File: src/rtl/axi_arb_pkg.sv
// Shared types and constants for the two-master AXI4-Lite memory arbiter.
package axi_arb_pkg;

  typedef enum logic [2:0] {
    IDLE = 3'd0,
    AR   = 3'd1,
    R    = 3'd2,
    AW   = 3'd3,
    B    = 3'd4
  } state_e;

  typedef enum logic {
    INST = 1'b0,
    DATA = 1'b1
  } owner_e;

  localparam logic [1:0] OKAY   = 2'b00;
  localparam logic [1:0] EXOKAY = 2'b01;
  localparam logic [1:0] SLVERR = 2'b10;
  localparam logic [1:0] DECERR = 2'b11;

endpackage

File: src/rtl/axi_lite_mem_arbiter_if.sv
// AXI4-Lite signal bundle; master drives requests, slave drives responses.
interface axi_lite_mem_arbiter_if #(
  parameter int ADDR_W = 32,
  parameter int DATA_W = 32
);
  localparam int STRB_W = DATA_W / 8;

  logic [ADDR_W-1:0] araddr;
  logic              arvalid;
  logic              arready;
  logic [DATA_W-1:0] rdata;
  logic [1:0]        rresp;
  logic              rvalid;
  logic              rready;
  logic [ADDR_W-1:0] awaddr;
  logic              awvalid;
  logic              awready;
  logic [DATA_W-1:0] wdata;
  logic [STRB_W-1:0] wstrb;
  logic              wvalid;
  logic              wready;
  logic [1:0]        bresp;
  logic              bvalid;
  logic              bready;

  modport master (
    output araddr, arvalid, rready, awaddr, awvalid, wdata, wstrb, wvalid, bready,
    input  arready, rdata, rresp, rvalid, awready, wready, bresp, bvalid
  );

  modport slave (
    input  araddr, arvalid, rready, awaddr, awvalid, wdata, wstrb, wvalid, bready,
    output arready, rdata, rresp, rvalid, awready, wready, bresp, bvalid
  );

endinterface

File: src/rtl/axi_arb_pick.sv
// Combinational winner selection between the inst read and the data read/write requests.
module axi_arb_pick
  import axi_arb_pkg::*;
#(
  parameter int ARB_MODE = 0
) (
  input  logic   req_inst_rd,
  input  logic   req_data_rd,
  input  logic   req_data_wr,
  input  owner_e last_grant,
  output logic   gnt_inst_rd,
  output logic   gnt_data_rd,
  output logic   gnt_data_wr
);

  logic data_req_s;
  logic data_wins_s;

  // Data beats inst if inst is idle, in fixed-priority mode, or when inst went last.
  always_comb begin
    data_req_s  = req_data_rd | req_data_wr;
    data_wins_s = data_req_s & (~req_inst_rd | (ARB_MODE == 1) | (last_grant == INST));
    gnt_inst_rd = req_inst_rd & ~data_wins_s;
    gnt_data_rd = data_wins_s & req_data_rd;
    gnt_data_wr = data_wins_s & ~req_data_rd & req_data_wr;
  end

endmodule

File: src/rtl/axi_lite_mem_arbiter.sv
// Serialises inst reads and data reads/writes onto one AXI4-Lite memory port, one transaction at a time.
module axi_lite_mem_arbiter
  import axi_arb_pkg::*;
#(
  parameter int ADDR_W   = 32,
  parameter int DATA_W   = 32,
  parameter int ARB_MODE = 0
) (
  input logic                    clk,
  input logic                    rst_n,
  axi_lite_mem_arbiter_if.slave  inst_axi,
  axi_lite_mem_arbiter_if.slave  data_axi,
  axi_lite_mem_arbiter_if.master mem_axi
);
  localparam int STRB_W = DATA_W / 8;

  state_e            state_q, state_d;
  owner_e            owner_q, owner_d;
  owner_e            last_grant_q, last_grant_d;
  logic [ADDR_W-1:0] araddr_q, araddr_d;
  logic [ADDR_W-1:0] awaddr_q, awaddr_d;
  logic [DATA_W-1:0] wdata_q, wdata_d;
  logic [STRB_W-1:0] wstrb_q, wstrb_d;
  logic              aw_done_q, aw_done_d;
  logic              w_done_q, w_done_d;
  logic              en_q;

  logic gnt_inst_rd_s, gnt_data_rd_s, gnt_data_wr_s;
  logic inst_arready_s, data_arready_s, data_wready_s;
  logic in_r_s, owner_rready_s;
  logic unused_s;

  axi_arb_pick #(.ARB_MODE(ARB_MODE)) u_pick (
    .req_inst_rd (inst_axi.arvalid),
    .req_data_rd (data_axi.arvalid),
    .req_data_wr (data_axi.awvalid & data_axi.wvalid),
    .last_grant  (last_grant_q),
    .gnt_inst_rd (gnt_inst_rd_s),
    .gnt_data_rd (gnt_data_rd_s),
    .gnt_data_wr (gnt_data_wr_s)
  );

  // en_q holds off grants while reset is asserted so no ready leaks out during reset.
  always_ff @(posedge clk or negedge rst_n) begin
    if (!rst_n) begin
      state_q      <= IDLE;
      owner_q      <= INST;
      last_grant_q <= INST;
      araddr_q     <= {ADDR_W{1'b0}};
      awaddr_q     <= {ADDR_W{1'b0}};
      wdata_q      <= {DATA_W{1'b0}};
      wstrb_q      <= {STRB_W{1'b0}};
      aw_done_q    <= 1'b0;
      w_done_q     <= 1'b0;
      en_q         <= 1'b0;
    end else begin
      state_q      <= state_d;
      owner_q      <= owner_d;
      last_grant_q <= last_grant_d;
      araddr_q     <= araddr_d;
      awaddr_q     <= awaddr_d;
      wdata_q      <= wdata_d;
      wstrb_q      <= wstrb_d;
      aw_done_q    <= aw_done_d;
      w_done_q     <= w_done_d;
      en_q         <= 1'b1;
    end
  end

  always_comb begin
    state_d        = state_q;
    owner_d        = owner_q;
    last_grant_d   = last_grant_q;
    araddr_d       = araddr_q;
    awaddr_d       = awaddr_q;
    wdata_d        = wdata_q;
    wstrb_d        = wstrb_q;
    aw_done_d      = aw_done_q;
    w_done_d       = w_done_q;
    inst_arready_s = 1'b0;
    data_arready_s = 1'b0;
    data_wready_s  = 1'b0;
    case (state_q)
      IDLE: begin
        if (en_q && gnt_inst_rd_s) begin
          inst_arready_s = 1'b1;
          araddr_d       = inst_axi.araddr;
          owner_d        = INST;
          last_grant_d   = INST;
          state_d        = AR;
        end else if (en_q && gnt_data_rd_s) begin
          data_arready_s = 1'b1;
          araddr_d       = data_axi.araddr;
          owner_d        = DATA;
          last_grant_d   = DATA;
          state_d        = AR;
        end else if (en_q && gnt_data_wr_s) begin
          data_wready_s  = 1'b1;
          awaddr_d       = data_axi.awaddr;
          wdata_d        = data_axi.wdata;
          wstrb_d        = data_axi.wstrb;
          aw_done_d      = 1'b0;
          w_done_d       = 1'b0;
          owner_d        = DATA;
          last_grant_d   = DATA;
          state_d        = AW;
        end else begin
          state_d = IDLE;
        end
      end
      AR: begin
        if (mem_axi.arready) state_d = R;
        else                 state_d = AR;
      end
      R: begin
        if (mem_axi.rvalid && owner_rready_s) state_d = IDLE;
        else                                  state_d = R;
      end
      AW: begin
        // AW and W complete independently; either order, or together.
        aw_done_d = aw_done_q | mem_axi.awready;
        w_done_d  = w_done_q | mem_axi.wready;
        if (aw_done_d && w_done_d) begin
          aw_done_d = 1'b0;
          w_done_d  = 1'b0;
          state_d   = B;
        end else begin
          state_d = AW;
        end
      end
      B: begin
        if (mem_axi.bvalid && data_axi.bready) state_d = IDLE;
        else                                   state_d = B;
      end
      default: state_d = IDLE;
    endcase
  end

  assign in_r_s         = (state_q == R);
  assign owner_rready_s = (owner_q == DATA) ? data_axi.rready : inst_axi.rready;

  assign inst_axi.arready = inst_arready_s;
  assign inst_axi.rvalid  = in_r_s && (owner_q == INST) && mem_axi.rvalid;
  assign inst_axi.rdata   = (in_r_s && (owner_q == INST)) ? mem_axi.rdata : {DATA_W{1'b0}};
  assign inst_axi.rresp   = (in_r_s && (owner_q == INST)) ? mem_axi.rresp : OKAY;
  assign inst_axi.awready = 1'b0;
  assign inst_axi.wready  = 1'b0;
  assign inst_axi.bvalid  = 1'b0;
  assign inst_axi.bresp   = OKAY;

  assign data_axi.arready = data_arready_s;
  assign data_axi.rvalid  = in_r_s && (owner_q == DATA) && mem_axi.rvalid;
  assign data_axi.rdata   = (in_r_s && (owner_q == DATA)) ? mem_axi.rdata : {DATA_W{1'b0}};
  assign data_axi.rresp   = (in_r_s && (owner_q == DATA)) ? mem_axi.rresp : OKAY;
  assign data_axi.awready = data_wready_s;
  assign data_axi.wready  = data_wready_s;
  assign data_axi.bvalid  = (state_q == B) && mem_axi.bvalid;
  assign data_axi.bresp   = (state_q == B) ? mem_axi.bresp : OKAY;

  assign mem_axi.araddr  = araddr_q;
  assign mem_axi.arvalid = (state_q == AR);
  assign mem_axi.rready  = in_r_s && owner_rready_s;
  assign mem_axi.awaddr  = awaddr_q;
  assign mem_axi.awvalid = (state_q == AW) && !aw_done_q;
  assign mem_axi.wdata   = wdata_q;
  assign mem_axi.wstrb   = wstrb_q;
  assign mem_axi.wvalid  = (state_q == AW) && !w_done_q;
  assign mem_axi.bready  = (state_q == B) && data_axi.bready;

  // The inst master is read-only; its write-side inputs are intentionally ignored.
  assign unused_s = ^{inst_axi.awaddr, inst_axi.awvalid, inst_axi.wdata,
                      inst_axi.wstrb, inst_axi.wvalid, inst_axi.bready};

endmodule

File: src/flat_wrapper.sv
// flat-port wrapper written by rule: the top's interface ports become plain ports
module axi_lite_mem_arbiter_flat import axi_arb_pkg::*;
#(
  parameter int ADDR_W   = 32,
  parameter int DATA_W   = 32,
  parameter int ARB_MODE = 0
)
  (clk, rst_n, inst_axi_araddr, inst_axi_arvalid, inst_axi_rready, inst_axi_awaddr, inst_axi_awvalid, inst_axi_wdata, inst_axi_wstrb, inst_axi_wvalid, inst_axi_bready, inst_axi_arready, inst_axi_rdata, inst_axi_rresp, inst_axi_rvalid, inst_axi_awready, inst_axi_wready, inst_axi_bresp, inst_axi_bvalid, data_axi_araddr, data_axi_arvalid, data_axi_rready, data_axi_awaddr, data_axi_awvalid, data_axi_wdata, data_axi_wstrb, data_axi_wvalid, data_axi_bready, data_axi_arready, data_axi_rdata, data_axi_rresp, data_axi_rvalid, data_axi_awready, data_axi_wready, data_axi_bresp, data_axi_bvalid, mem_axi_araddr, mem_axi_arvalid, mem_axi_rready, mem_axi_awaddr, mem_axi_awvalid, mem_axi_wdata, mem_axi_wstrb, mem_axi_wvalid, mem_axi_bready, mem_axi_arready, mem_axi_rdata, mem_axi_rresp, mem_axi_rvalid, mem_axi_awready, mem_axi_wready, mem_axi_bresp, mem_axi_bvalid);
  axi_lite_mem_arbiter_if #(.ADDR_W(ADDR_W), .DATA_W(DATA_W)) inst_axi_i ();
  axi_lite_mem_arbiter_if #(.ADDR_W(ADDR_W), .DATA_W(DATA_W)) data_axi_i ();
  axi_lite_mem_arbiter_if #(.ADDR_W(ADDR_W), .DATA_W(DATA_W)) mem_axi_i ();
  input logic clk;
  input logic rst_n;
  input wire logic [$bits(inst_axi_i.araddr)-1:0] inst_axi_araddr;
  input wire logic [$bits(inst_axi_i.arvalid)-1:0] inst_axi_arvalid;
  input wire logic [$bits(inst_axi_i.rready)-1:0] inst_axi_rready;
  input wire logic [$bits(inst_axi_i.awaddr)-1:0] inst_axi_awaddr;
  input wire logic [$bits(inst_axi_i.awvalid)-1:0] inst_axi_awvalid;
  input wire logic [$bits(inst_axi_i.wdata)-1:0] inst_axi_wdata;
  input wire logic [$bits(inst_axi_i.wstrb)-1:0] inst_axi_wstrb;
  input wire logic [$bits(inst_axi_i.wvalid)-1:0] inst_axi_wvalid;
  input wire logic [$bits(inst_axi_i.bready)-1:0] inst_axi_bready;
  output wire logic [$bits(inst_axi_i.arready)-1:0] inst_axi_arready;
  output wire logic [$bits(inst_axi_i.rdata)-1:0] inst_axi_rdata;
  output wire logic [$bits(inst_axi_i.rresp)-1:0] inst_axi_rresp;
  output wire logic [$bits(inst_axi_i.rvalid)-1:0] inst_axi_rvalid;
  output wire logic [$bits(inst_axi_i.awready)-1:0] inst_axi_awready;
  output wire logic [$bits(inst_axi_i.wready)-1:0] inst_axi_wready;
  output wire logic [$bits(inst_axi_i.bresp)-1:0] inst_axi_bresp;
  output wire logic [$bits(inst_axi_i.bvalid)-1:0] inst_axi_bvalid;
  input wire logic [$bits(data_axi_i.araddr)-1:0] data_axi_araddr;
  input wire logic [$bits(data_axi_i.arvalid)-1:0] data_axi_arvalid;
  input wire logic [$bits(data_axi_i.rready)-1:0] data_axi_rready;
  input wire logic [$bits(data_axi_i.awaddr)-1:0] data_axi_awaddr;
  input wire logic [$bits(data_axi_i.awvalid)-1:0] data_axi_awvalid;
  input wire logic [$bits(data_axi_i.wdata)-1:0] data_axi_wdata;
  input wire logic [$bits(data_axi_i.wstrb)-1:0] data_axi_wstrb;
  input wire logic [$bits(data_axi_i.wvalid)-1:0] data_axi_wvalid;
  input wire logic [$bits(data_axi_i.bready)-1:0] data_axi_bready;
  output wire logic [$bits(data_axi_i.arready)-1:0] data_axi_arready;
  output wire logic [$bits(data_axi_i.rdata)-1:0] data_axi_rdata;
  output wire logic [$bits(data_axi_i.rresp)-1:0] data_axi_rresp;
  output wire logic [$bits(data_axi_i.rvalid)-1:0] data_axi_rvalid;
  output wire logic [$bits(data_axi_i.awready)-1:0] data_axi_awready;
  output wire logic [$bits(data_axi_i.wready)-1:0] data_axi_wready;
  output wire logic [$bits(data_axi_i.bresp)-1:0] data_axi_bresp;
  output wire logic [$bits(data_axi_i.bvalid)-1:0] data_axi_bvalid;
  output wire logic [$bits(mem_axi_i.araddr)-1:0] mem_axi_araddr;
  output wire logic [$bits(mem_axi_i.arvalid)-1:0] mem_axi_arvalid;
  output wire logic [$bits(mem_axi_i.rready)-1:0] mem_axi_rready;
  output wire logic [$bits(mem_axi_i.awaddr)-1:0] mem_axi_awaddr;
  output wire logic [$bits(mem_axi_i.awvalid)-1:0] mem_axi_awvalid;
  output wire logic [$bits(mem_axi_i.wdata)-1:0] mem_axi_wdata;
  output wire logic [$bits(mem_axi_i.wstrb)-1:0] mem_axi_wstrb;
  output wire logic [$bits(mem_axi_i.wvalid)-1:0] mem_axi_wvalid;
  output wire logic [$bits(mem_axi_i.bready)-1:0] mem_axi_bready;
  input wire logic [$bits(mem_axi_i.arready)-1:0] mem_axi_arready;
  input wire logic [$bits(mem_axi_i.rdata)-1:0] mem_axi_rdata;
  input wire logic [$bits(mem_axi_i.rresp)-1:0] mem_axi_rresp;
  input wire logic [$bits(mem_axi_i.rvalid)-1:0] mem_axi_rvalid;
  input wire logic [$bits(mem_axi_i.awready)-1:0] mem_axi_awready;
  input wire logic [$bits(mem_axi_i.wready)-1:0] mem_axi_wready;
  input wire logic [$bits(mem_axi_i.bresp)-1:0] mem_axi_bresp;
  input wire logic [$bits(mem_axi_i.bvalid)-1:0] mem_axi_bvalid;
  assign inst_axi_i.araddr = inst_axi_araddr;
  assign inst_axi_i.arvalid = inst_axi_arvalid;
  assign inst_axi_i.rready = inst_axi_rready;
  assign inst_axi_i.awaddr = inst_axi_awaddr;
  assign inst_axi_i.awvalid = inst_axi_awvalid;
  assign inst_axi_i.wdata = inst_axi_wdata;
  assign inst_axi_i.wstrb = inst_axi_wstrb;
  assign inst_axi_i.wvalid = inst_axi_wvalid;
  assign inst_axi_i.bready = inst_axi_bready;
  assign inst_axi_arready = inst_axi_i.arready;
  assign inst_axi_rdata = inst_axi_i.rdata;
  assign inst_axi_rresp = inst_axi_i.rresp;
  assign inst_axi_rvalid = inst_axi_i.rvalid;
  assign inst_axi_awready = inst_axi_i.awready;
  assign inst_axi_wready = inst_axi_i.wready;
  assign inst_axi_bresp = inst_axi_i.bresp;
  assign inst_axi_bvalid = inst_axi_i.bvalid;
  assign data_axi_i.araddr = data_axi_araddr;
  assign data_axi_i.arvalid = data_axi_arvalid;
  assign data_axi_i.rready = data_axi_rready;
  assign data_axi_i.awaddr = data_axi_awaddr;
  assign data_axi_i.awvalid = data_axi_awvalid;
  assign data_axi_i.wdata = data_axi_wdata;
  assign data_axi_i.wstrb = data_axi_wstrb;
  assign data_axi_i.wvalid = data_axi_wvalid;
  assign data_axi_i.bready = data_axi_bready;
  assign data_axi_arready = data_axi_i.arready;
  assign data_axi_rdata = data_axi_i.rdata;
  assign data_axi_rresp = data_axi_i.rresp;
  assign data_axi_rvalid = data_axi_i.rvalid;
  assign data_axi_awready = data_axi_i.awready;
  assign data_axi_wready = data_axi_i.wready;
  assign data_axi_bresp = data_axi_i.bresp;
  assign data_axi_bvalid = data_axi_i.bvalid;
  assign mem_axi_araddr = mem_axi_i.araddr;
  assign mem_axi_arvalid = mem_axi_i.arvalid;
  assign mem_axi_rready = mem_axi_i.rready;
  assign mem_axi_awaddr = mem_axi_i.awaddr;
  assign mem_axi_awvalid = mem_axi_i.awvalid;
  assign mem_axi_wdata = mem_axi_i.wdata;
  assign mem_axi_wstrb = mem_axi_i.wstrb;
  assign mem_axi_wvalid = mem_axi_i.wvalid;
  assign mem_axi_bready = mem_axi_i.bready;
  assign mem_axi_i.arready = mem_axi_arready;
  assign mem_axi_i.rdata = mem_axi_rdata;
  assign mem_axi_i.rresp = mem_axi_rresp;
  assign mem_axi_i.rvalid = mem_axi_rvalid;
  assign mem_axi_i.awready = mem_axi_awready;
  assign mem_axi_i.wready = mem_axi_wready;
  assign mem_axi_i.bresp = mem_axi_bresp;
  assign mem_axi_i.bvalid = mem_axi_bvalid;
  axi_lite_mem_arbiter #(.ADDR_W(ADDR_W), .DATA_W(DATA_W), .ARB_MODE(ARB_MODE)) u_core (.clk(clk), .rst_n(rst_n), .inst_axi(inst_axi_i), .data_axi(data_axi_i), .mem_axi(mem_axi_i));
endmodule
File: config.mk
export PLATFORM = sky130hd
export DESIGN_NAME = axi_lite_mem_arbiter_flat
export DESIGN_NICKNAME = d
export VERILOG_FILES = /design/src/rtl/axi_arb_pkg.sv /design/src/rtl/axi_lite_mem_arbiter_if.sv /design/src/rtl/axi_arb_pick.sv /design/src/rtl/axi_lite_mem_arbiter.sv /design/src/flat_wrapper.sv
export SDC_FILE = /design/constraint.sdc
export NUM_CORES = 1
export LEC_CHECK = 0
export BUFFER_PORTS_ARGS = -buffer_cell sky130_fd_sc_hd__buf_2
export CORE_AREA = 3 3 172 174
export CTS_CLUSTER_DIAMETER = 60
export DETAILED_ROUTE_END_ITERATION = 6
export DIE_AREA = 0 0 175 177
export SLEW_MARGIN = 20
export SYNTH_ARGS = -nofsm -noshare
export SYNTH_HDL_FRONTEND = slang
export SYNTH_SLANG_ARGS = --single-unit
File: constraint.sdc
create_clock -name clk -period 2.2 [get_ports clk]
set_input_delay 0.66 -clock clk [delete_from_list [all_inputs] [get_ports clk]]
set_output_delay 0.66 -clock clk [all_outputs]
set_load 0.005 [all_outputs]
### Word level (Yosys, flattened, before mapping)

Index checks and enable logic that the tools add are counted.

| word-level totals | value |
|---|---|
| input port bits | 253 |
| word-level logic and storage cells | 92 |
| output and inout bits | 187 |
| bits in registers | 107 |

| operators by class | value |
|---|---|
| multiplexer cells | 35 |
| reductions and logical operators | 25 |
| bitwise logic cells | 16 |
| equality and inequality tests | 7 |

Operators with widths:

| operator | number |
|---|---|
| two-way mux 32 bit | 4 |
| two-way mux 1 bit | 18 |
| logical AND 1 bit | 15 |
| one-hot mux 3 bit (5 select lines) | 1 |
| two-way mux 2 bit | 6 |
| two-way mux 3 bit | 4 |
| AND reduction 4 bit | 2 |
| bitwise AND 1 bit | 6 |
| equality test 3 x 2 -> 1 bit, second input constant | 2 |
| inverter 1 bit | 6 |
| inequality test 2 bit, second input constant | 2 |
| OR 1 bit | 4 |
| one-hot mux 1 bit (2 select lines) | 2 |
| AND reduction 2 bit | 2 |
| nonzero test 2 bit | 2 |
| equality test 3 x 1 -> 1 bit, second input constant | 1 |
| equality test 3 bit, second input constant | 1 |
| logical NOT 3 bit | 1 |
| nonzero test 3 bit | 1 |
| logical NOT 1 bit | 2 |
| inequality test 2 x 1 -> 1 bit, second input constant | 1 |

### Logic depth before layout (Yosys ltp)

Gate-level depths: netlist of the first run.

| depth | value |
|---|---|
| depth after elaboration | 10 |
| gate-level depth with buffers | 7 |

### Hierarchy

From an unflattened synthesis of the first run, not the netlist that was laid out.

| second synthesis, totals | value |
|---|---|
| cells, all modules | 393 |
| area, all modules | 5121.2 sq um |

Modules (own cells, without submodules):

| module | area each (sq um) | instances | cells each |
|---|---|---|---|
| axi_lite_mem_arbiter | 5082.4 | 1 | 388 |
| axi_arb_pick | 38.8 | 1 | 5 |

### Least setup slack after synthesis of the first run

No wires, ideal clock.

| path | value |
|---|---|
| kind | input to output |
| start point | input data_axi_arvalid |
| end point | output data_axi_wready |
| data required time | 1540 ps |
| stages | 5 |
| slack | -19 ps |
| path buffers | 2 |
| arrival time | 1559 ps |
| path through | and3b_1 > nand4_1 > inv_2 > buf_2 > buf_4 |

| on the way | value |
|---|---|
| cells in the longest elaborated chain, start to end | 9 |
| elaborated cells between the ends (all ways) | 15 |

RTL lines:

| item | RTL line | text |
|---|---|---|
| start, declared | flat_wrapper.sv:32 | `input wire logic [$bits(data_axi_i.arvalid)-1:0] data_axi_arvalid;` |
| OR 1 bit | axi_arb_pick.sv:21 | `data_req_s = req_data_rd \| req_data_wr;` |
| bitwise AND 1 bit | axi_arb_pick.sv:22 | `data_wins_s = data_req_s & (~req_inst_rd \| (ARB_MODE == 1) \| (last_grant == INST));` |
| bitwise AND 1 bit (2 in series) | axi_arb_pick.sv:25 | `gnt_data_wr = data_wins_s & ~req_data_rd & req_data_wr;` |
| logical AND 1 bit | axi_lite_mem_arbiter.sv:97 | `end else if (en_q && gnt_data_wr_s) begin` |
| two-way mux 1 bit | axi_lite_mem_arbiter.sv:97 |  |
| two-way mux 1 bit | axi_lite_mem_arbiter.sv:91 | `end else if (en_q && gnt_data_rd_s) begin` |
| two-way mux 1 bit * | axi_lite_mem_arbiter.sv:85 | `if (en_q && gnt_inst_rd_s) begin` |
| two-way mux 1 bit * | axi_lite_mem_arbiter.sv:83 | `case (state_q)` |
| end, declared | flat_wrapper.sv:45 | `output wire logic [$bits(data_axi_i.wready)-1:0] data_axi_wready;` |

Every way passes the cells marked *; elsewhere a longest branch is shown, timed or not.

### Worst setup path in the final report of the first run

| path | value |
|---|---|
| start point | register u_core.state_q[0] |
| end point | output inst_axi_rdata[7] |

| on the way | value |
|---|---|
| cells in the longest elaborated chain, start to end | 3 |

RTL lines:

| item | RTL line | text |
|---|---|---|
| start, declared | axi_lite_mem_arbiter.sv:17 | `state_e state_q, state_d;` |
| start signal, assigned | axi_lite_mem_arbiter.sv:57 | `state_q <= state_d;` |
| equality test 3 x 2 -> 1 bit | axi_lite_mem_arbiter.sv:139 | `assign in_r_s = (state_q == R);` |
| logical AND 1 bit | axi_lite_mem_arbiter.sv:144 | `assign inst_axi.rdata = (in_r_s && (owner_q == INST)) ? mem_axi.rdata : {DATA_W{1'b0}};` |
| two-way mux 32 bit | axi_lite_mem_arbiter.sv:144 |  |
| end, declared | flat_wrapper.sv:24 | `output wire logic [$bits(inst_axi_i.rdata)-1:0] inst_axi_rdata;` |

No other way between the ends.

==> results of run 1 <==
-- final cells by class --
class / count / area share, %
clock buffer: 9 / 2.83
clock inverter: 7 / 1.07
inverter: 2 / 0.188
multi-input combinational: 389 / 29.0
sequential: 107 / 33.7
tap: 378 / 5.94
timing repair buffer: 392 / 27.4
-- placed cells by master, fill, tap and decap left out, types with 2 or more instances in the layout --
| cell type | Yosys | final |
|---|---|---|
| sky130_fd_sc_hd__buf_4 | 7 | 20 |
| sky130_fd_sc_hd__clkbuf_16 | 0 | 9 |
| sky130_fd_sc_hd__buf_6 | 5 | 10 |
| sky130_fd_sc_hd__nand3_1 | 2 | 2 |
| sky130_fd_sc_hd__inv_8 | 0 | 3 |
| sky130_fd_sc_hd__a21oi_1 | 4 | 4 |
| sky130_fd_sc_hd__and2_4 | 0 | 3 |
| sky130_fd_sc_hd__mux2_4 | 5 | 5 |
| sky130_fd_sc_hd__clkinvlp_4 | 0 | 2 |
| sky130_fd_sc_hd__dfrtp_2 | 0 | 3 |
| sky130_fd_sc_hd__nand2_1 | 210 | 210 |
| sky130_fd_sc_hd__nor2_1 | 8 | 5 |
| sky130_fd_sc_hd__and2_1 | 74 | 71 |
| sky130_fd_sc_hd__buf_2 | 7 | 355 |
| sky130_fd_sc_hd__nor2_4 | 0 | 2 |
| sky130_fd_sc_hd__mux2_2 | 59 | 59 |
| sky130_fd_sc_hd__o21ai_0 | 2 | 2 |
| sky130_fd_sc_hd__buf_12 | 0 | 7 |
| sky130_fd_sc_hd__dfrtp_1 | 107 | 104 |
| sky130_fd_sc_hd__conb_1 | 2 | 6 |
-- layer usage --
metal  track usage, %  wire length, µm  vias to the layer above
met5                0               13                        -
met4             3.72              351                        2
met3             3.90             1780                       22
met2             21.0             9530                      251
met1             13.1             7300                     2321
li1                 -                -                     2400
-- sequential cells by signal (all words and copies together), names as in the netlist --
name and count:
u_core.owner_q 1, u_core.mem_axi.wstrb 4, u_core.aw_done_q 1, u_core.mem_axi.wdata 32, u_core.w_done_q 1, u_core.mem_axi.araddr 32
u_core.mem_axi.awaddr 32, u_core.en_q 1, u_core.state_q 3
-- worst max path at each step --
stage                              to  depth (start not counted)  slack, ps              start
finish              inst_axi_rdata[7]                          6       -110  u_core.state_q[0]
global route        inst_axi_rdata[7]                          6       -190  u_core.state_q[0]
global placement     data_axi_awready                          6        -80   data_axi_arvalid
floorplan             data_axi_wready                          5          2   data_axi_arvalid
CTS                 inst_axi_rdata[7]                          6       -130  u_core.state_q[0]
detailed placement    data_axi_wready                          6        -30   data_axi_arvalid
-- Yosys cell counts --
cell | count | area share [%]
sky130_fd_sc_hd__clkbuf_1 | 14 | 1.0
sky130_fd_sc_hd__nor2b_1 | 1 | 0.12
sky130_fd_sc_hd__nand3_1 | 2 | 0.20
sky130_fd_sc_hd__inv_1 | 1 | 0.073
sky130_fd_sc_hd__mux2_4 | 5 | 1.5
sky130_fd_sc_hd__nor3_2 | 1 | 0.20
sky130_fd_sc_hd__o22ai_1 | 1 | 0.12
sky130_fd_sc_hd__mux2_2 | 59 | 13
sky130_fd_sc_hd__buf_8 | 1 | 0.29
sky130_fd_sc_hd__nor3b_1 | 2 | 0.29
sky130_fd_sc_hd__and3_1 | 2 | 0.24
sky130_fd_sc_hd__and3b_1 | 1 | 0.17
sky130_fd_sc_hd__mux2_1 | 1 | 0.22
sky130_fd_sc_hd__o211ai_1 | 1 | 0.15
sky130_fd_sc_hd__and2_1 | 74 | 9.0
sky130_fd_sc_hd__dfrtp_1 | 107 | 52
sky130_fd_sc_hd__nor3_1 | 1 | 0.097
sky130_fd_sc_hd__or3_4 | 1 | 0.22
sky130_fd_sc_hd__buf_4 | 7 | 1.0
sky130_fd_sc_hd__and4_4 | 1 | 0.22
sky130_fd_sc_hd__o41ai_1 | 1 | 0.17
sky130_fd_sc_hd__buf_6 | 5 | 1.1
sky130_fd_sc_hd__buf_2 | 7 | 0.68
sky130_fd_sc_hd__conb_1 | 2 | 0.15
sky130_fd_sc_hd__nor2_1 | 8 | 0.59
sky130_fd_sc_hd__a21oi_1 | 4 | 0.39
sky130_fd_sc_hd__o21ai_0 | 2 | 0.20
sky130_fd_sc_hd__inv_2 | 1 | 0.073
sky130_fd_sc_hd__o211ai_2 | 1 | 0.24
sky130_fd_sc_hd__nand3b_1 | 1 | 0.15
sky130_fd_sc_hd__nand2_1 | 210 | 15
sky130_fd_sc_hd__nand4_1 | 1 | 0.12
sky130_fd_sc_hd__o21bai_4 | 1 | 0.37
sky130_fd_sc_hd__or3b_1 | 1 | 0.17
-- power breakdown --
part	internal, mW	total, mW	switching (mW)
clock	0.909	1.75	0.843
combinational	1.93	3.55	1.61
sequential	2.87	3.37	0.498
total	5.71	8.67	2.95
-- logic make-up after synthesis --
family,after synthesis,share of synthesized area [%]
AO/OA/AOI/OAI,11,1.63
buffers and inverters,36,4.27
flip-flops,107,52.2
multiplexers,65,14.6
other,2,0.146
AND/OR/NAND/NOR,307,27.2
-- what timing repair did --
action / in CTS / in global routing
pin swaps: 2 / 6
resized for setup: 20 / 8
setup endpoints to repair: 78 / 81
buffers inserted: 9 / 6
==> tab_implementation.tex, run 1 <==
\begin{tabular}{lr}
\hline
Metric & Value \\
\hline
\multicolumn{2}{l}{\textbf{STA}} \\
\quad Summed negative setup slack over all endpoints & -4690 ps \\
\quad Share of the clock period used by the worst path & 105\% \\
\quad Final hold vios & 0 \\
\quad Count of final max-slew check failures & 0 \\
\quad Final clock skew & 7.31 ps \\
\quad Hold\_ws & 314 ps \\
\quad Actual transition at the worst max-transition pin & 712 ps \\
\quad Worst Slack Setup Final & -106 ps \\
\quad Max Fclk & 0.434 GHz \\
\quad Unrepaired setup endpoints after global routing & yes \\
\quad Relative slew slack & 52.6\% \\
\quad Post-layout min period & 2310 ps \\
\quad Setup Viol. Count Final & 79 \\
\multicolumn{2}{l}{\textbf{Final layout}} \\
\quad Post-route cell area & 0.00797 mm² \\
\quad Fill cell count & 3,026 \\
\quad P\&R area growth vs syn & 55.2\% \\
\quad Antenna fix cells & 0 \\
\quad Share of post-route cells with drive strength above 1 & 54.0\% \\
\quad Final net count & 1,154 \\
\quad Register area & 0.00268 mm² \\
\quad Area of the multi-input gates & 0.00231 mm² \\
\quad Non-filler cells, final & 1,284 \\
\quad Final Util & 28.5\% \\
\multicolumn{2}{l}{\textbf{Drt}} \\
\quad Final routed wire length divided by cell count & 14.8 µm \\
\quad Via count of the routed design & 4,996 \\
\quad Length of the first detailed-routing pass in iterations & 5 \\
\quad Average via count per standard cell & 3.89 \\
\quad Antenna violation net count after detailed routing & 0 \\
\quad Routed wire length & 19.0 mm \\
\quad Post-route DRC & 0 \\
\quad Number of DRC violations after detailed-routing iteration 0 & 174 \\
\multicolumn{2}{l}{\textbf{Status}} \\
\quad Violated checks & setup timing \\
\quad Result of the run & finished with violations \\
\multicolumn{2}{l}{\textbf{Placement}} \\
\quad Detailed-placement wirelength estimate & 14.8 mm \\
\quad Instance count after placement with tap cells included & 1,253 \\
\quad Placer Congestion & 0.769 \\
\quad Pre-CTS setup slack & -28.5 ps \\
\quad Total cell area at the placement stage & 0.00743 mm² \\
\quad Number of port buffers & 363 \\
\multicolumn{2}{l}{\textbf{Critical path}} \\
\quad Reg-to-reg endpoint & u\_core.mem\_axi.araddr[29] \\
\quad Worst setup slack for register-to-register paths & 150 ps \\
\quad Chain of cells forming the critical path & nor2\_4, nand2\_1, nor2\_2, buf\_12, and2\_1, buf\_2 \\
\quad Peak fanout along the critical path & 35 \\
\quad CP max stage cell & sky130\_fd\_sc\_hd\_\_dfrtp\_2 \\
\quad Classification of the worst setup path & register to primary output \\
\quad Worst flop-to-flop path startpoint & u\_core.state\_q[2] \\
\quad Required time at the worst-slack endpoint & 1540 ps \\
\quad Depth of the most critical reg-to-reg path & 8 \\
\quad Crit-path max cell delay & 480 ps \\
\quad Arrival time at the worst endpoint & 1650 ps \\
\quad Cell class contributing the biggest share of worst-path delay & simple AND/OR/NAND/NOR gates \\
\quad Category of the worst setup path capture point & primary output \\
\quad Setup crit start kind & register \\
\quad Buffers and inverters on the worst path & 2 \\
\multicolumn{2}{l}{\textbf{Job}} \\
\quad Max-capacitance violation count & 0 \\
\multicolumn{2}{l}{\textbf{GRT}} \\
\quad Aggregate global-route resource usage & 11.7\% \\
\quad Number of global-route vias before repair & 5,094 \\
\quad Number of antenna violations at the first check in global routing & 2 \\
\quad Pin count of the biggest net entering global routing & 108 \\
\quad First-pass GRT wire length & 28.4 mm \\
\quad Global route total overflow & 0 \\
\multicolumn{2}{l}{\textbf{CTS}} \\
\quad CTS Root Cell & sky130\_fd\_sc\_hd\_\_clkbuf\_16 \\
\quad Worst-path clk slew & 80 ps \\
\quad TritonCTS Buffers & 9 \\
\quad Maximum clock path buffer count & 2 \\
\quad CTS HTree Levels & 3 \\
\quad Worst-skew pair later-pin latency & 350 ps \\
\quad Hold buffers post-CTS & 0 \\
\quad Clock tree from TritonCTS & yes \\
\quad Clock sink total & 107 \\
\multicolumn{2}{l}{\textbf{Logic synthesis}} \\
\quad Post-synthesis cell count & 528 \\
\quad Synthesized area & 0.00513 mm² \\
\quad Cell variety after synth & 34 \\
\quad Number of synthesis warnings & 0 \\
\quad Mean instance size in the synthesized netlist & 9.72 µm² \\
\quad Flop and latch count out of synthesis & 107 \\
\quad Sequential cell area fraction in the yosys report & 52.2\% \\
\multicolumn{2}{l}{\textbf{Floorplan}} \\
\quad Initial Utilization & 18.4\% \\
\quad Width of the die & 175 µm \\
\quad Die height & 177 µm \\
\quad Placeable core region & 0.0279 mm² \\
\quad Boundary Pins & 440 \\
\quad Full die area & 0.0310 mm² \\
\quad Site row count & 61 \\
\multicolumn{2}{l}{\textbf{Power and ir drop}} \\
\quad Total power & 8.67 mW \\
\quad Standby leakage power & 4.48 nW \\
\quad Power density over the cells & 1090 mW/mm² \\
\quad Maximum vdd drop & 0.000465 V \\
\multicolumn{2}{l}{\textbf{Hold path}} \\
\quad Worst Hold Class & input pin to asynchronous set/reset pin \\
\hline
\end{tabular}
No activity file was read; power rests on OpenSTA's default activity.
==> run 2: changes to the inputs <==
ABC_AREA = 1   (was unset)
CORE_AREA = 3 3 169 171   (was 3 3 172 174)
DIE_AREA = 0 0 172 174   (was 0 0 175 177)
==> run 2 against run 1 <==
Effect of this change: the flow still finishes with violations (setup timing); critical path type unchanged; global-route usage about the same; die area down 3.4%; non-clock buffer count down 1; worst hold slack worse by 64 ps; synthesized area up 1.6%; critical endpoint is now data_axi_rdata[0]; register-to-register slack better by 290 ps; first-iteration DRC count down 1.1%; total power down 3.3%; critical path depth down 1.
==> tab_implementation.tex, run 2 <==
\begin{tabular}{lr}
\hline
Metric & Value \\
\hline
\multicolumn{2}{l}{\textbf{Logic synthesis}} \\
\quad Number of synthesis warnings & 0 \\
\quad Flop and latch count out of synthesis & 107 \\
\quad Synthesized area & 0.00522 mm² \\
\quad Post-synth EDFFs & 0 \\
\quad Mean instance size in the synthesized netlist & 7.21 µm² \\
\quad Largest cells by area after synthesis & sky130\_fd\_sc\_hd\_\_dfrtp\_1, sky130\_fd\_sc\_hd\_\_nand2\_1, sky130\_fd\_sc\_hd\_\_nand3\_1 \\
\quad Area leader, netlist & sky130\_fd\_sc\_hd\_\_dfrtp\_1 \\
\quad Fraction of synthesized cell area taken by the top area cell type & 51.3\% \\
\quad Post-synthesis cell count & 723 \\
\quad Count leader, synth & sky130\_fd\_sc\_hd\_\_nand2\_1 \\
\quad Top\_reg\_cell synth & sky130\_fd\_sc\_hd\_\_dfrtp\_1 \\
\quad Sequential cell area fraction in the yosys report & 51.3\% \\
\quad FFs w/ async S/R, synth & 100\% \\
\quad Cell variety after synth & 26 \\
\quad Most common library cells after synthesis & sky130\_fd\_sc\_hd\_\_nand2\_1, sky130\_fd\_sc\_hd\_\_dfrtp\_1, sky130\_fd\_sc\_hd\_\_nor2\_1, sky130\_fd\_sc\_hd\_\_nand3\_1, sky130\_fd\_sc\_hd\_\_inv\_1 \\
\multicolumn{2}{l}{\textbf{Status}} \\
\quad Result of the run & finished with violations \\
\quad Violated checks & setup timing \\
\multicolumn{2}{l}{\textbf{CTS}} \\
\quad Clock tree from TritonCTS & yes \\
\quad Maximum clock path buffer count & 2 \\
\quad CTS HTree Levels & 3 \\
\quad CTS Root Cell & sky130\_fd\_sc\_hd\_\_clkbuf\_16 \\
\quad TritonCTS Buffers & 9 \\
\quad Worst-skew pair later-pin latency & 350 ps \\
\quad Clock sink total & 107 \\
\quad Worst-path clk slew & 80 ps \\
\multicolumn{2}{l}{\textbf{STA}} \\
\quad Final clock skew & 14.1 ps \\
\quad Count of final max-slew check failures & 0 \\
\quad Worst Slack Setup Final & -25.3 ps \\
\quad Setup Viol. Count Final & 12 \\
\quad Unrepaired setup endpoints after global routing & yes \\
\quad Share of the clock period used by the worst path & 101\% \\
\quad Post-layout min period & 2230 ps \\
\quad Max Fclk & 0.449 GHz \\
\quad Final hold vios & 0 \\
\quad Summed negative setup slack over all endpoints & -114 ps \\
\multicolumn{2}{l}{\textbf{Placement}} \\
\quad Number of port buffers & 363 \\
\quad Detailed-placement wirelength estimate & 14.4 mm \\
\quad Instance count after placement with tap cells included & 1,410 \\
\quad Placer Congestion & 0.769 \\
\multicolumn{2}{l}{\textbf{Floorplan}} \\
\quad Initial Utilization & 19.3\% \\
\quad Full die area & 0.0299 mm² \\
\quad Placeable core region & 0.0270 mm² \\
\quad Site row count & 60 \\
\quad Width of the die & 172 µm \\
\quad Boundary Pins & 440 \\
\quad Die height & 174 µm \\
\multicolumn{2}{l}{\textbf{Critical path}} \\
\quad Arrival time at the worst endpoint & 1570 ps \\
\quad Category of the worst setup path capture point & primary output \\
\quad Peak fanout along the critical path & 35 \\
\quad Classification of the worst setup path & register to primary output \\
\quad Required time at the worst-slack endpoint & 1540 ps \\
\quad Setup crit start kind & register \\
\multicolumn{2}{l}{\textbf{Drt}} \\
\quad Number of DRC violations after detailed-routing iteration 0 & 172 \\
\quad Final routed wire length divided by cell count & 13.0 µm \\
\quad Via count of the routed design & 5,720 \\
\quad Post-route DRC & 0 \\
\quad Antenna violation net count after detailed routing & 0 \\
\quad Routed wire length & 18.6 mm \\
\quad Length of the first detailed-routing pass in iterations & 4 \\
\quad Average via count per standard cell & 3.99 \\
\multicolumn{2}{l}{\textbf{GRT}} \\
\quad Global route total overflow & 0 \\
\quad Aggregate global-route resource usage & 11.7\% \\
\quad First-pass GRT wire length & 28.0 mm \\
\quad Pin count of the biggest net entering global routing & 72 \\
\quad Number of global-route vias before repair & 5,489 \\
\quad Number of antenna violations at the first check in global routing & 3 \\
\multicolumn{2}{l}{\textbf{Power and ir drop}} \\
\quad Power density over the cells & 1060 mW/mm² \\
\quad Maximum vdd drop & 0.000565 V \\
\quad Standby leakage power & 4.98 nW \\
\multicolumn{2}{l}{\textbf{Job}} \\
\quad Max-capacitance violation count & 0 \\
\multicolumn{2}{l}{\textbf{Hold path}} \\
\quad Worst Hold Class & input pin to asynchronous set/reset pin \\
\multicolumn{2}{l}{\textbf{Final layout}} \\
\quad Commonest cells after routing, fill and taps aside & sky130\_fd\_sc\_hd\_\_buf\_2, sky130\_fd\_sc\_hd\_\_nand2\_1, sky130\_fd\_sc\_hd\_\_dfrtp\_1 \\
\quad Final net count & 1,338 \\
\quad P\&R area growth vs syn & 52.1\% \\
\quad Leading cell type in the layout, fill and taps excluded & sky130\_fd\_sc\_hd\_\_buf\_2 \\
\quad Non-filler cells, final & 1,432 \\
\quad Share of post-route cells with drive strength above 1 & 40.3\% \\
\hline
\end{tabular}
-- run 2: cell types whose count changed after synthesis, sizes merged, moves of 2 or more --
cell	previous run	this run
a21oi	4	2
and2	74	0
and3	2	0
buf	20	39
clkbuf	14	5
inv	2	51
mux2	65	0
nand2	210	355
nand3	2	69
nor2	8	81
nor3b	2	0
-- run 2: path summary, 6_finish.rpt --
| check | cells past startpoint | end | slack, ps | from |
|---|---|---|---|---|
| max | 5 | data_axi_rdata[0] | -30 | u_core.state_q[2] |
| min | 1 | u_core.mem_axi.awaddr[4] | 250 | rst_n |
| max reg2reg | 9 | u_core.mem_axi.araddr[9] | 440 | u_core.state_q[2] |
| min reg2reg | 2 | u_core.mem_axi.awaddr[28] | 480 | u_core.mem_axi.awaddr[28] |
| max in group asynchronous | 2 | u_core.mem_axi.araddr[6] | 1370 | rst_n |
| min in group clk | 2 | u_core.mem_axi.awaddr[28] | 480 | u_core.mem_axi.awaddr[28] |
-- run 2: logic make-up after synthesis --
kind of cell | Yosys count | share of synthesized area, %
DFF | 107 | 51.3
AOI/OAI and AO/OA | 6 | 0.624
and+or+nand+nor | 512 | 39.5
buffers and inverters | 96 | 8.42
other | 2 | 0.144
-- run 2: power breakdown --
group / total (mW) / internal [mW] / switching (mW)
sequential: 3.34 / 2.86 / 0.477
clock: 1.63 / 0.807 / 0.825
combinational: 3.41 / 1.59 / 1.82
-- run 2: area by class of cell --
class	instances	area [µm²]
Antenna cell	1	2.50
Clock buffer	10	229
Clock inverter	6	70.1
Fill cell	2955	19100
Inverter	52	200
Multi-Input combinational cell	524	2180
Sequential cell	107	2680
Tap cell	341	427
Timing Repair Buffer	391	2140
-- run 2: metrics by stage --
stage / worst slack [ps] / cell area [µm²] / util [%] / hold WS (ps) / total power, mW
after floorplan: 85.9 / 5230 / - / 364 / 4.89
after global placement: 52.3 / 7490 / 27.7 / 459 / 6.65
after detailed placement: 43.2 / 7490 / 27.7 / 460 / 6.71
after CTS: -64.6 / 7870 / 29.1 / 255 / 8.51
after global routing: -170 / 7940 / 29.4 / 268 / 9.13
final: -25.3 / 7940 / 29.4 / 250 / 8.38
-- run 2: worst max-delay path: stages (launching register included) --
cell,delay [ps]
sky130_fd_sc_hd__dfrtp_2,450
sky130_fd_sc_hd__nor3_4,240
sky130_fd_sc_hd__nand2_2,90
sky130_fd_sc_hd__buf_12,180
sky130_fd_sc_hd__nor2_2,120
sky130_fd_sc_hd__buf_2,130
-- run 2: metal layers --
layer  global-route usage [%]  share of wire (%)
met2                     21.1                 50
met4                     2.99                1.6
met1                     13.3                 41
met5                        0              0.038
met3                     3.66                8.3
-- run 2: timing repair --
item                       4_1_cts  5_1_grt
buffers inserted                 2        3
hold buffers                     0        0
pin swaps                        3        2
setup endpoints to repair       74       78
resized for setup               20       13
